### config.mk
export PLATFORM = sky130hd
export DESIGN_NAME = captura_jogada_flat
export DESIGN_NICKNAME = d
export VERILOG_FILES = /design/src/rtl/captura_jogada_if.sv /design/src/rtl/captura_jogada.sv /design/src/flat_wrapper.sv
export SDC_FILE = /design/constraint.sdc
export NUM_CORES = 1
export LEC_CHECK = 0
export ABC_CLOCK_PERIOD_IN_PS = 2700
export CAP_MARGIN = 5
export CELL_PAD_IN_SITES_DETAIL_PLACEMENT = 0
export CELL_PAD_IN_SITES_GLOBAL_PLACEMENT = 1
export CORE_UTILIZATION = 25
export CTS_CLUSTER_DIAMETER = 120
export CTS_CLUSTER_SIZE = 20
export DETAILED_ROUTE_END_ITERATION = 7
export PLACE_DENSITY = 0.55
export SETUP_SLACK_MARGIN = 0.2
export SLEW_MARGIN = 20
export SYNTH_ARGS = -nofsm -noshare
export SYNTH_HDL_FRONTEND = slang
export SYNTH_SLANG_ARGS = --single-unit
### constraint.sdc
create_clock -name clock -period 2.7 [get_ports clock]
set_clock_uncertainty 0.1 [all_clocks]
set_input_delay 0.54 -clock clock [delete_from_list [all_inputs] [get_ports clock]]
set_output_delay 0.54 -clock clock [all_outputs]
set_load 0.01 [all_outputs]
### src/rtl/captura_jogada_if.sv
// Button/move bus between the debouncer and its neighbours.
// DETECTA_MULTIPLO_EN adds the erro_multiplo pulse.
interface captura_jogada_if;
   logic [6:0] botoes;
   logic [6:0] jogada;
   logic       registra;
   logic       ocupado;
`ifdef DETECTA_MULTIPLO_EN
   logic       erro_multiplo;
`endif
   logic [2:0] db_estado;

`ifdef DETECTA_MULTIPLO_EN
   modport master (output botoes, input jogada, registra, ocupado, erro_multiplo, db_estado);
   modport slave  (input botoes, output jogada, registra, ocupado, erro_multiplo, db_estado);
`else
   modport master (output botoes, input jogada, registra, ocupado, db_estado);
   modport slave  (input botoes, output jogada, registra, ocupado, db_estado);
`endif
endinterface

### src/rtl/captura_jogada.sv
// Debounces seven buttons into one 7-bit move and a one-cycle load strobe per press.
// Optional DETECTA_MULTIPLO_EN rejects multi-button presses with an erro_multiplo pulse.
module captura_jogada #(
   parameter int DEBOUNCE = 50000
) (
   input logic clock,
   input logic clear,
   captura_jogada_if.slave bus
);
   localparam int CW = $clog2(DEBOUNCE);
   localparam logic [CW-1:0] CNT_MAX = CW'(DEBOUNCE - 1);

   typedef enum logic [2:0] {
      OCIOSO        = 3'd0,
      FILTRA        = 3'd1,
      CAPTURA       = 3'd2,
      ESPERA_SOLTAR = 3'd3,
      FILTRA_SOLTAR = 3'd4
   } estado_t;

   estado_t       estado, estado_n;
   logic [6:0]    sinc_a, sinc;
   logic [6:0]    amostra, amostra_n;
   logic [CW-1:0] cnt, cnt_n;
   logic [6:0]    jogada, jogada_n;
`ifdef DETECTA_MULTIPLO_EN
   logic          erro, erro_n;
`endif

   always_ff @(posedge clock) begin
      if (clear) begin
         estado  <= OCIOSO;
         sinc_a  <= '0;
         sinc    <= '0;
         amostra <= '0;
         cnt     <= '0;
         jogada  <= '0;
`ifdef DETECTA_MULTIPLO_EN
         erro    <= 1'b0;
`endif
      end else begin
         estado  <= estado_n;
         sinc_a  <= bus.botoes;
         sinc    <= sinc_a;
         amostra <= amostra_n;
         cnt     <= cnt_n;
         jogada  <= jogada_n;
`ifdef DETECTA_MULTIPLO_EN
         erro    <= erro_n;
`endif
      end
   end

   always_comb begin
      estado_n  = estado;
      amostra_n = amostra;
      cnt_n     = cnt;
      jogada_n  = jogada;
`ifdef DETECTA_MULTIPLO_EN
      erro_n    = 1'b0;
`endif
      case (estado)
         OCIOSO: begin
            if (sinc != '0) begin
               estado_n  = FILTRA;
               amostra_n = sinc;
               cnt_n     = '0;
            end
         end
         FILTRA: begin
            if (sinc == '0) begin
               estado_n = OCIOSO;
            end else if (sinc != amostra) begin
               // a different pattern restarts the stability window
               amostra_n = sinc;
               cnt_n     = '0;
            end else if (cnt == CNT_MAX) begin
`ifdef DETECTA_MULTIPLO_EN
               if ($countones(amostra) > 1) begin
                  estado_n = ESPERA_SOLTAR;
                  erro_n   = 1'b1;
               end else begin
                  estado_n = CAPTURA;
                  jogada_n = amostra;
               end
`else
               estado_n = CAPTURA;
               jogada_n = amostra;
`endif
            end else begin
               cnt_n = cnt + 1'b1;
            end
         end
         CAPTURA: estado_n = ESPERA_SOLTAR;
         ESPERA_SOLTAR: begin
            if (sinc == '0) begin
               estado_n = FILTRA_SOLTAR;
               cnt_n    = '0;
            end
         end
         FILTRA_SOLTAR: begin
            if (sinc != '0) begin
               estado_n = ESPERA_SOLTAR;
            end else if (cnt == CNT_MAX) begin
               estado_n = OCIOSO;
            end else begin
               cnt_n = cnt + 1'b1;
            end
         end
         default: estado_n = OCIOSO;
      endcase
   end

   // strobe and busy come from the registered state only
   assign bus.jogada    = jogada;
   assign bus.registra  = (estado == CAPTURA);
   assign bus.ocupado   = (estado != OCIOSO);
   assign bus.db_estado = estado;
`ifdef DETECTA_MULTIPLO_EN
   assign bus.erro_multiplo = erro;
`endif
endmodule
### src/flat_wrapper.sv
// flat-port wrapper written by rule: the top's interface ports become plain ports
module captura_jogada_flat 
#(
   parameter int DEBOUNCE = 50000
)
  (clock, clear, bus_botoes, bus_jogada, bus_registra, bus_ocupado, bus_db_estado);
  captura_jogada_if bus_i ();
  input logic clock;
  input logic clear;
  input wire logic [$bits(bus_i.botoes)-1:0] bus_botoes;
  output wire logic [$bits(bus_i.jogada)-1:0] bus_jogada;
  output wire logic [$bits(bus_i.registra)-1:0] bus_registra;
  output wire logic [$bits(bus_i.ocupado)-1:0] bus_ocupado;
  output wire logic [$bits(bus_i.db_estado)-1:0] bus_db_estado;
  assign bus_i.botoes = bus_botoes;
  assign bus_jogada = bus_i.jogada;
  assign bus_registra = bus_i.registra;
  assign bus_ocupado = bus_i.ocupado;
  assign bus_db_estado = bus_i.db_estado;
  captura_jogada #(.DEBOUNCE(DEBOUNCE)) u_core (.clock(clock), .clear(clear), .bus(bus_i));
endmodule
# Yosys cells after proc, flatten, opt, wreduce, memory -nomap -nowiden
# Index checks and enable logic that the tools add are counted.
# word_totals
inputBits	9
regBits	47
wordCells	52
output_inout_bits	12
# op_classes
eq_ne	14
muxes	19
add_sub_neg	1
bitwise_logic	2
reduce_logical	10
# op_table
op	n
$mux W16	6
$pmux W16 S4	1
$mux W3	7
$mux W7	3
$add A16 B1 Y16 const B	1
$eq A16 B16 Y1 const B	1
$pmux W3 S5	1
$pmux W7 S2	1
$reduce_and A5 Y1	2
$reduce_and A4 Y1	2
$logic_not A7 Y1	1
$ne A7 B7 Y1	1
$reduce_bool A7 Y1	1
$eq A3 B2 Y1 const B	2
$ne A2 B1 Y1 const B	3
$ne A3 B1 Y1 const B	2
$ne A2 B2 Y1 const B	2
$reduce_bool A4 Y1	1
$eq A3 B1 Y1 const B	1
$eq A3 B3 Y1 const B	1
$logic_not A3 Y1	1
$ne A3 B2 Y1 const B	1
$reduce_bool A3 Y1	1
$not A1 Y1	2
$reduce_bool A2 Y1	1

# Longest topological paths before layout
# Gate-level depths: netlist of run 1.
# depth
ltp_word	5
ltp_mapped	6
ltp_nobuf	6

# Worst setup path before layout of run 1
# No wires, ideal clock.
# synth_timing
path_kind	reg2reg
from	register u_core.estado[0] (netlist: u_core.bus.db_estado[0])
to	register u_core.cnt[14]
stages_incl_launch_ff	7
required_time_ns	2.534
path_buffers	1
period_less_slack_ns	2.145
setup_slack_ns	0.555
t_arrival_ns	1.979
cell_sequence	dfxtp_1 buf_2 or3b_1 a211oi_4 o211ai_2 or3_1 a21oi_2
# synth_between
elab_chain_cells	3
# synth_lines
element	line	source
start: declaration	captura_jogada.sv:21	estado_t estado, estado_n;
start signal: assignment	captura_jogada.sv:42	estado <= estado_n;
$eq A3 B3 Y1, or another cell as far along	captura_jogada.sv:62	case (estado)
$ne A2 B2 Y1 (no source line), or another cell as far along	-	
$reduce_and A5 Y1 (no source line)	-	
end signal: assignment	captura_jogada.sv:46	cnt <= cnt_n;
end: declaration	captura_jogada.sv:24	logic [CW-1:0] cnt, cnt_n;
# Parallel ways exist; a longest one is shown, timed or not.
# A chain may end at the register's enable or synchronous reset.

# Final worst setup path of run 1
# layout_timing
from	register u_core.estado[1] (netlist: u_core.bus.db_estado[1])
to	output port bus_registra
# layout_between
elab_chain_cells	1
# layout_lines
element	line	source
$eq A3 B2 Y1	captura_jogada.sv:116	assign bus.registra = (estado == CAPTURA);
end: declaration	flat_wrapper.sv:12	output wire logic [$bits(bus_i.registra)-1:0] bus_registra;
# No other way between the ends.

==> results_dict.tcl, run 1 <==
set metrics [dict create \
    hold_end "u_core.sinc[3]$_SDFF_PP0_" \
    ctsHoldBuffers 0 \
    hold_path.class "register to register" \
    insertion_delay_ns 0.30 \
    ys_ff_latch 47 \
    status "complete, no violations" \
    fin_crit_sh_pct 84.24 \
    hold_start "u_core.sinc_a[3]$_SDFF_PP0_" \
    r2r_start "u_core.sinc[3]$_SDFF_PP0_" \
    cts_setup_buffers 0 \
    synthCells 212 \
    avgSynthCellArea_um2 9.844 \
    max_stage_delay_ns 0.56 \
    grt_antenna_before_repair 0 \
    grt_pass1_wl_um 6934 \
    worstSetupPathType "register to output pin" \
    gr-total-overflow 0 \
    diodes 0 \
    cts_tree "built" \
    ant_nets 0 \
    fin_tns_setup_ns 0 \
    yosysSeqAreaShare_pct 45.08 \
    synthArstFlopShare_pct 0 \
    grt_max_degree 39 \
    vias 1485 \
    cts_resized 0 \
    timing.fmax_ghz 0.4397 \
    cp-end-kind "output pin" \
    path_delay_family "buffers and inverters" \
    crit_slowest_cell "clkdlybuf4s50_1" \
    required_ns 2.06 \
    synth_cell_types 42 \
    io_buffer_count 20 \
    ir_drop_mv 0.2090 \
    dieArea_um2 8717 \
    synth_edf_count 0 \
    routed_wl_um 3888 \
    cts_htree_levels 2 \
    leakagePower_nw 0.8561 \
    via_per_inst 4.393 \
    setup_viol 0 \
    crit_path_cell_trace "inv_1 -> nor3_1 -> clkdlybuf4s50_1" \
    drv_slew 0 \
    relSlewSlack_pct 57.08 \
    r2r-end "u_core.cnt[14]$_SDFFE_PP0P_" \
    min_path_cells 1 \
    path_max_fanout 11 \
    cp_num_cells 3 \
    syn_area_um2 2087 \
    timing.final.crit_period_ns 2.275 \
    drive_gt1_share_pct 10.17 \
    dr.first_iter.drc_count 45 \
    core_area_um2 7888 \
    cts_buffers 5 \
    netlist.area_leader.share_pct 45.08 \
    drc 0 \
    first_global_vias 1438 \
    start_kind "register" \
    crit_arrival_ns 1.63 \
    cts_buffer_depth 2 \
    path_buf_inv 2 \
    drtPass1Iterations 4 \
    worst_pin_slew_ns 0.6438 \
    rsz0062_at_grt "no" \
    dp.final_hpwl_um 2764 \
    whs_ns 0.3435 \
    wl_per_cell_um 11.50 \
    synth_top_area_cell "dfxtp_1" \
    cts_root_buffer "clkbuf_8" \
    synth_warnings 0 \
    synthTopCellsByArea "dfxtp_1 45%, mux2i_1 7.2%, xor2_1 5.0%, nand2b_1 4.5%, nor2b_1 4.2%" \
    clock_sinks 47 \
    clkTransAtPathRegs_ns 0.10 \
    die_x_um 93.37 \
    p_per_area_nw_per_um2 556.5 \
    gp_congestion 0.6773 \
    rrSetupSlack_ns 0.44 \
    area_growth_pct 20.62 \
    die_h_um 93.37 \
    start_util_pct 26.46 \
    rows 32 \
    io_pins 21 \
    gr-usage-all-layers_pct 9.985 \
    final_nets 245 \
    rr_worst_depth 5 \
    finalHoldViolCount 0 \
    ys.flop_type "dfxtp_1" \
    drv_cap 0 \
    synth_nets 222 \
]
how the worst max path moves through the flow:
stage | startpoint | end | slack (ns)
floorplan | u_core.bus.db_estado[0]$_SDFFE_PP0P_ | u_core.cnt[14]$_SDFFE_PP0P_ | 0.55
global placement | u_core.bus.db_estado[1]$_SDFFE_PP0P_ | u_core.cnt[14]$_SDFFE_PP0P_ | 0.48
detailed placement | u_core.sinc[3]$_SDFF_PP0_ | u_core.cnt[3]$_SDFFE_PP0P_ | 0.46
CTS | u_core.bus.db_estado[1]$_SDFFE_PP0P_ | bus_registra | 0.21
global route | u_core.sinc[2]$_SDFF_PP0_ | u_core.cnt[8]$_SDFFE_PP0P_ | 0.28
finish | u_core.bus.db_estado[1]$_SDFFE_PP0P_ | bus_registra | 0.43
cells in the mapped netlist (2+ instances only):
cell type / instances
nand3_1: 6
a21oi_1: 9
nand2b_1: 15
xor2_1: 12
nand2_1: 5
mux2i_1: 15
o21bai_1: 2
or4_1: 2
dfxtp_1: 47
nor2b_1: 14
inv_1: 6
a21oi_2: 2
clkbuf_1: 4
nor2_1: 18
o21ai_0: 9
o2111ai_1: 2
buf_2: 2
nor3_1: 4
or3_1: 11
nand4_1: 2
o31ai_1: 3
nor4b_1: 2
cells in the final DEF, fill, tap and decap left out, drive strengths merged, types with 2 or more instances in the layout:
cell type	synthesis	final
o31ai	3	3
nand4	2	2
a21oi	11	11
o21bai	2	2
nor3	4	4
nor4	2	2
nand3	6	6
nor2	18	18
inv	6	7
clkdlybuf4s50	0	20
xor2	12	12
nand2	5	5
or3	11	11
clkbuf	4	5
o2111ai	2	2
o211ai	2	2
nor4b	2	2
buf	3	3
dfxtp	47	47
mux2i	15	15
nor2b	14	14
o21ai	11	11
or4	3	3
nand2b	15	15
state kept, by name (all words and copies together), names as in the netlist:
name / count
u_core.cnt: 16
u_core.amostra: 7
u_core.bus.jogada: 7
u_core.sinc: 7
u_core.sinc_a: 7
u_core.bus.db_estado: 3
stage by stage:
step / power (mW) / setup slack [ns] / utilization, % / instances / cell area (um^2)
detailed placement: 0.8897 / 0.4594 / 30.44 / 330 / 2401
finish: 1.401 / 0.4255 / 31.92 / 338 / 2517
global route: 1.469 / 0.2774 / 31.92 / 338 / 2517
floorplan: 0.8491 / 0.5549 / - / 212 / 2087
global placement: 0.8883 / 0.4776 / 30.44 / 330 / 2401
CTS: 1.433 / 0.2148 / 31.90 / 338 / 2516
final cells by class:
cell class                 instances  area [um^2]
tap                              102        127.6
clock inverter                     3        46.29
inverter                           6        22.52
fill                             826         5370
multi-input combinational        152         1087
clock buffer                       5        68.82
timing repair buffer              23        222.7
sequential                        47        942.2
power by group:
part           switching, mW  leakage (nW)  internal, mW  total [mW]
clock network          0.252        0.0548         0.279       0.531
registers             0.0128         0.383         0.711       0.724
logic                 0.0792         0.418        0.0671       0.146
cells by family (layout without fill, tap and decap cells):
logic type / Yosys count / in the layout / synth area share [%]
flip-flops: 47 / 47 / 45.08
XOR/XNOR: 12 / 12 / 5.036
AO/OA/AOI/OAI: 37 / 37 / 14.57
AND/OR/NAND/NOR: 87 / 87 / 24.70
buffers and inverters: 13 / 37 / 2.817
multiplexers: 15 / 15 / 7.194
adder cells (fa/ha/maj): 1 / 1 / 0.5994
per-layer routing:
| layer | vias to the layer above | GRT usage (%) | routed length (um) |
|---|---|---|---|
| met1 | 669 | 14.07 | 2168 |
| li1 | 790 | - | - |
| met4 | 0 | 3.846 | 57 |
| met2 | 20 | 14.58 | 1551 |
| met5 | - | 0 | 0 |
| met3 | 6 | 2.358 | 111 |
No activity file was read; power rests on OpenSTA's default activity.
==> run 2: changes to the inputs <==
Settings changed: ABC_CLOCK_PERIOD_IN_PS 2700 to 2000, PLACE_DENSITY 0.55 to 0.57.
Clock period 2.7 ns to 2 ns, I/O delays scaled along.
==> run 2 against run 1 <==
  * The flow now finishes with violations (negative setup slack)
  * Die area did not move
  * Clock-buffer cell count unchanged
  * Non-clock buffer count rose by 36
  * Via count up 13%
  * Largest power group unchanged
==> results_dict.tcl, run 2 (synthesis gave the netlist of run 1 again) <==
set metrics [dict create \
    setup_viol 9 \
    ctsHoldBuffers 0 \
    final_nets 282 \
    whs_ns 0.3424 \
    utilization_pct 37.40 \
    final_common_cell "dfxtp_1" \
    hold_path.class "register to register" \
    wl_per_cell_um 11.85 \
    fin_tns_setup_ns -0.1899 \
    p_switching_uw 496.6 \
    finalHoldViolCount 0 \
    io_pins 21 \
    first_global_vias 1569 \
    relSlewSlack_pct 75.79 \
    cp-end-kind "register" \
    crit_arrival_ns 2.19 \
    cts_buffer_depth 2 \
    clkPwrFrac_pct 35.7 \
    p_sw_share_pct 24.82 \
    largest_register_ffs 16 \
    routed_wl_um 4445 \
    p_per_area_nw_per_um2 678.2 \
    fillers 815 \
    status "finished with violations" \
    regMostFlops "u_core.cnt" \
    grt_max_degree 25 \
    gr-total-overflow 0 \
    rows 32 \
    worstSetupPathType "register to register" \
    insertion_delay_ns 0.30 \
    start_kind "register" \
    worst_pin_slew_ns 0.3619 \
    cts_htree_levels 2 \
    timing.fmax_ghz 0.4850 \
    core_area_um2 7888 \
    dr.first_iter.drc_count 78 \
    ir_drop_mv 0.3173 \
    vias 1678 \
    drc 0 \
    dp.final_hpwl_um 2982 \
    pre_cts_ws_ns -0.1242 \
    grt_pass1_wl_um 7486 \
    clock_sinks 47 \
    cts_root_buffer "clkbuf_8" \
    internal_power_mw 1.504 \
    crit_slowest_cell "or4_4" \
    gr-usage-all-layers_pct 11.11 \
    diodes 0 \
    gp_congestion 0.7440 \
    cts_tree "built" \
    rsz0062_at_grt "yes" \
    drv_slew 0 \
    violations "negative setup slack" \
    final_cell_mix "39 x dfxtp_1, 30 x buf_4, 17 x nor2_1" \
    max_stage_delay_ns 0.57 \
    fin_crit_sh_pct 103.1 \
    multiInputGateArea_um2 1212 \
    clkTransAtPathRegs_ns 0.09 \
    via_per_inst 4.475 \
    area_growth_pct 41.37 \
    share_comb_of_total_power_pct 15.4 \
    final_cells 375 \
    drv_cap 0 \
    die_x_um 93.37 \
    die_h_um 93.37 \
    path_delay_family "simple AND/OR/NAND/NOR gates" \
    share_seq_of_total_power_pct 48.9 \
    drtPass1Iterations 4 \
    crit_path_cell_trace "or4_4 -> a211oi_4 -> buf_6 -> o211ai_4 -> or4_1 -> a21oi_1" \
    leakagePower_nw 1.065 \
    path_buf_inv 1 \
    io_buffer_count 20 \
    start_util_pct 26.46 \
    fin_ws_ns -0.06193 \
    timing.final.crit_period_ns 2.062 \
    register_area_um2 950.9 \
    dieArea_um2 8717 \
    path_max_fanout 7 \
    cts_buffers 5 \
    drive_gt1_share_pct 30.77 \
    ant_nets 0 \
    grt_antenna_before_repair 0 \
    dp.cells 360 \
    required_ns 2.13 \
]
## run 2: changes by cell type in the layout (fill, tap and decap cells not counted), moves of 2 or more
| cell | previous run | this run |
|---|---|---|
| buf_2 | 0 | 2 |
| o21ai_0 | 9 | 6 |
| o21ai_1 | 0 | 3 |
| xor2_1 | 12 | 8 |
| buf_6 | 0 | 7 |
| dfxtp_2 | 1 | 8 |
| buf_4 | 3 | 30 |
| xor2_2 | 0 | 4 |
| dfxtp_1 | 46 | 39 |
| a21oi_1 | 9 | 6 |
| clkdlybuf4s50_1 | 20 | 15 |
| a21oi_2 | 2 | 5 |
| dlygate4sd2_1 | 0 | 3 |
| buf_8 | 0 | 2 |
## run 2: power by group through the flow
| stage | clock (mW) | sequential, mW | combinational, mW |
|---|---|---|---|
| after floorplan | 0 | 0.996 | 0.151 |
| after detailed placement | 0 | 0.997 | 0.248 |
| after global routing | 0.782 | 0.981 | 0.335 |
| final | 0.714 | 0.978 | 0.308 |
| after CTS | 0.750 | 0.977 | 0.295 |
| after global placement | 0 | 0.996 | 0.249 |
## run 2: area by class of cell
type / instances / area share (%)
well taps: 102 / 4.326
inverters: 6 / 0.7634
clock inverters: 3 / 1.612
clock buffers: 5 / 2.332
flip-flops and latches: 47 / 32.23
multi-input cells: 153 / 41.09
repair buffers: 59 / 17.64
## run 2: repair_timing
| item | CTS | global route |
|---|---|---|
| gates cloned | 1 | 0 |
| gates resized for setup | 37 | 13 |
| endpoints found under the setup margin | 36 | 33 |
| pin swaps | 12 | 5 |
| hold endpoints to repair | 0 | 0 |
| buffers inserted | 6 | 0 |
## run 2: per-layer routing
layer / vias up / wire, um / global-route usage, %
li1: 867 / - / -
met1: 778 / 2253 / 14.99
met5: - / 0 / 0
met2: 29 / 1982 / 17.22
met3: 4 / 149 / 2.439
met4: 0 / 58 / 4.231
## run 2: worst register-to-register path: cells and delay by family (launching register included)
kind | cells | cell delay, ns
and+or+nand+nor | 2 | 0.99
buffers and inverters | 1 | 0.16
AOI/OAI and AO/OA | 3 | 0.43
DFF | 1 | 0.33
## run 2: final timing paths
| path | startpoint | endpoint | slack [ns] | depth (start not counted) |
|---|---|---|---|---|
| worst max-delay path | u_core.sinc[3]$_SDFF_PP0_ | u_core.cnt[15]$_SDFFE_PP0P_ | -0.06 | 6 |
| worst min-delay path | u_core.sinc_a[0]$_SDFF_PP0_ | u_core.sinc[0]$_SDFF_PP0_ | 0.34 | 1 |
| worst max register to register | u_core.sinc[3]$_SDFF_PP0_ | u_core.cnt[15]$_SDFFE_PP0P_ | -0.06 | 6 |
| worst min register to register | u_core.sinc_a[0]$_SDFF_PP0_ | u_core.sinc[0]$_SDFF_PP0_ | 0.34 | 1 |
## run 2: per-stage QoR
stage	power (mW)	area, um^2
after floorplan	1.147	2092
after global placement	1.245	2631
after detailed placement	1.245	2631
after CTS	2.022	2902
after global routing	2.099	2950
final	2.001	2950
==> run 3: changes to the inputs <==
Settings changed: ABC_CLOCK_PERIOD_IN_PS 2000 to 2700, PLACE_DENSITY 0.57 to 0.55.
Clock period 2 ns to 2.7 ns, I/O delays scaled along.
==> results of run 3 <==
No change in the layout: final DEF, timing and power equal those of run 1.
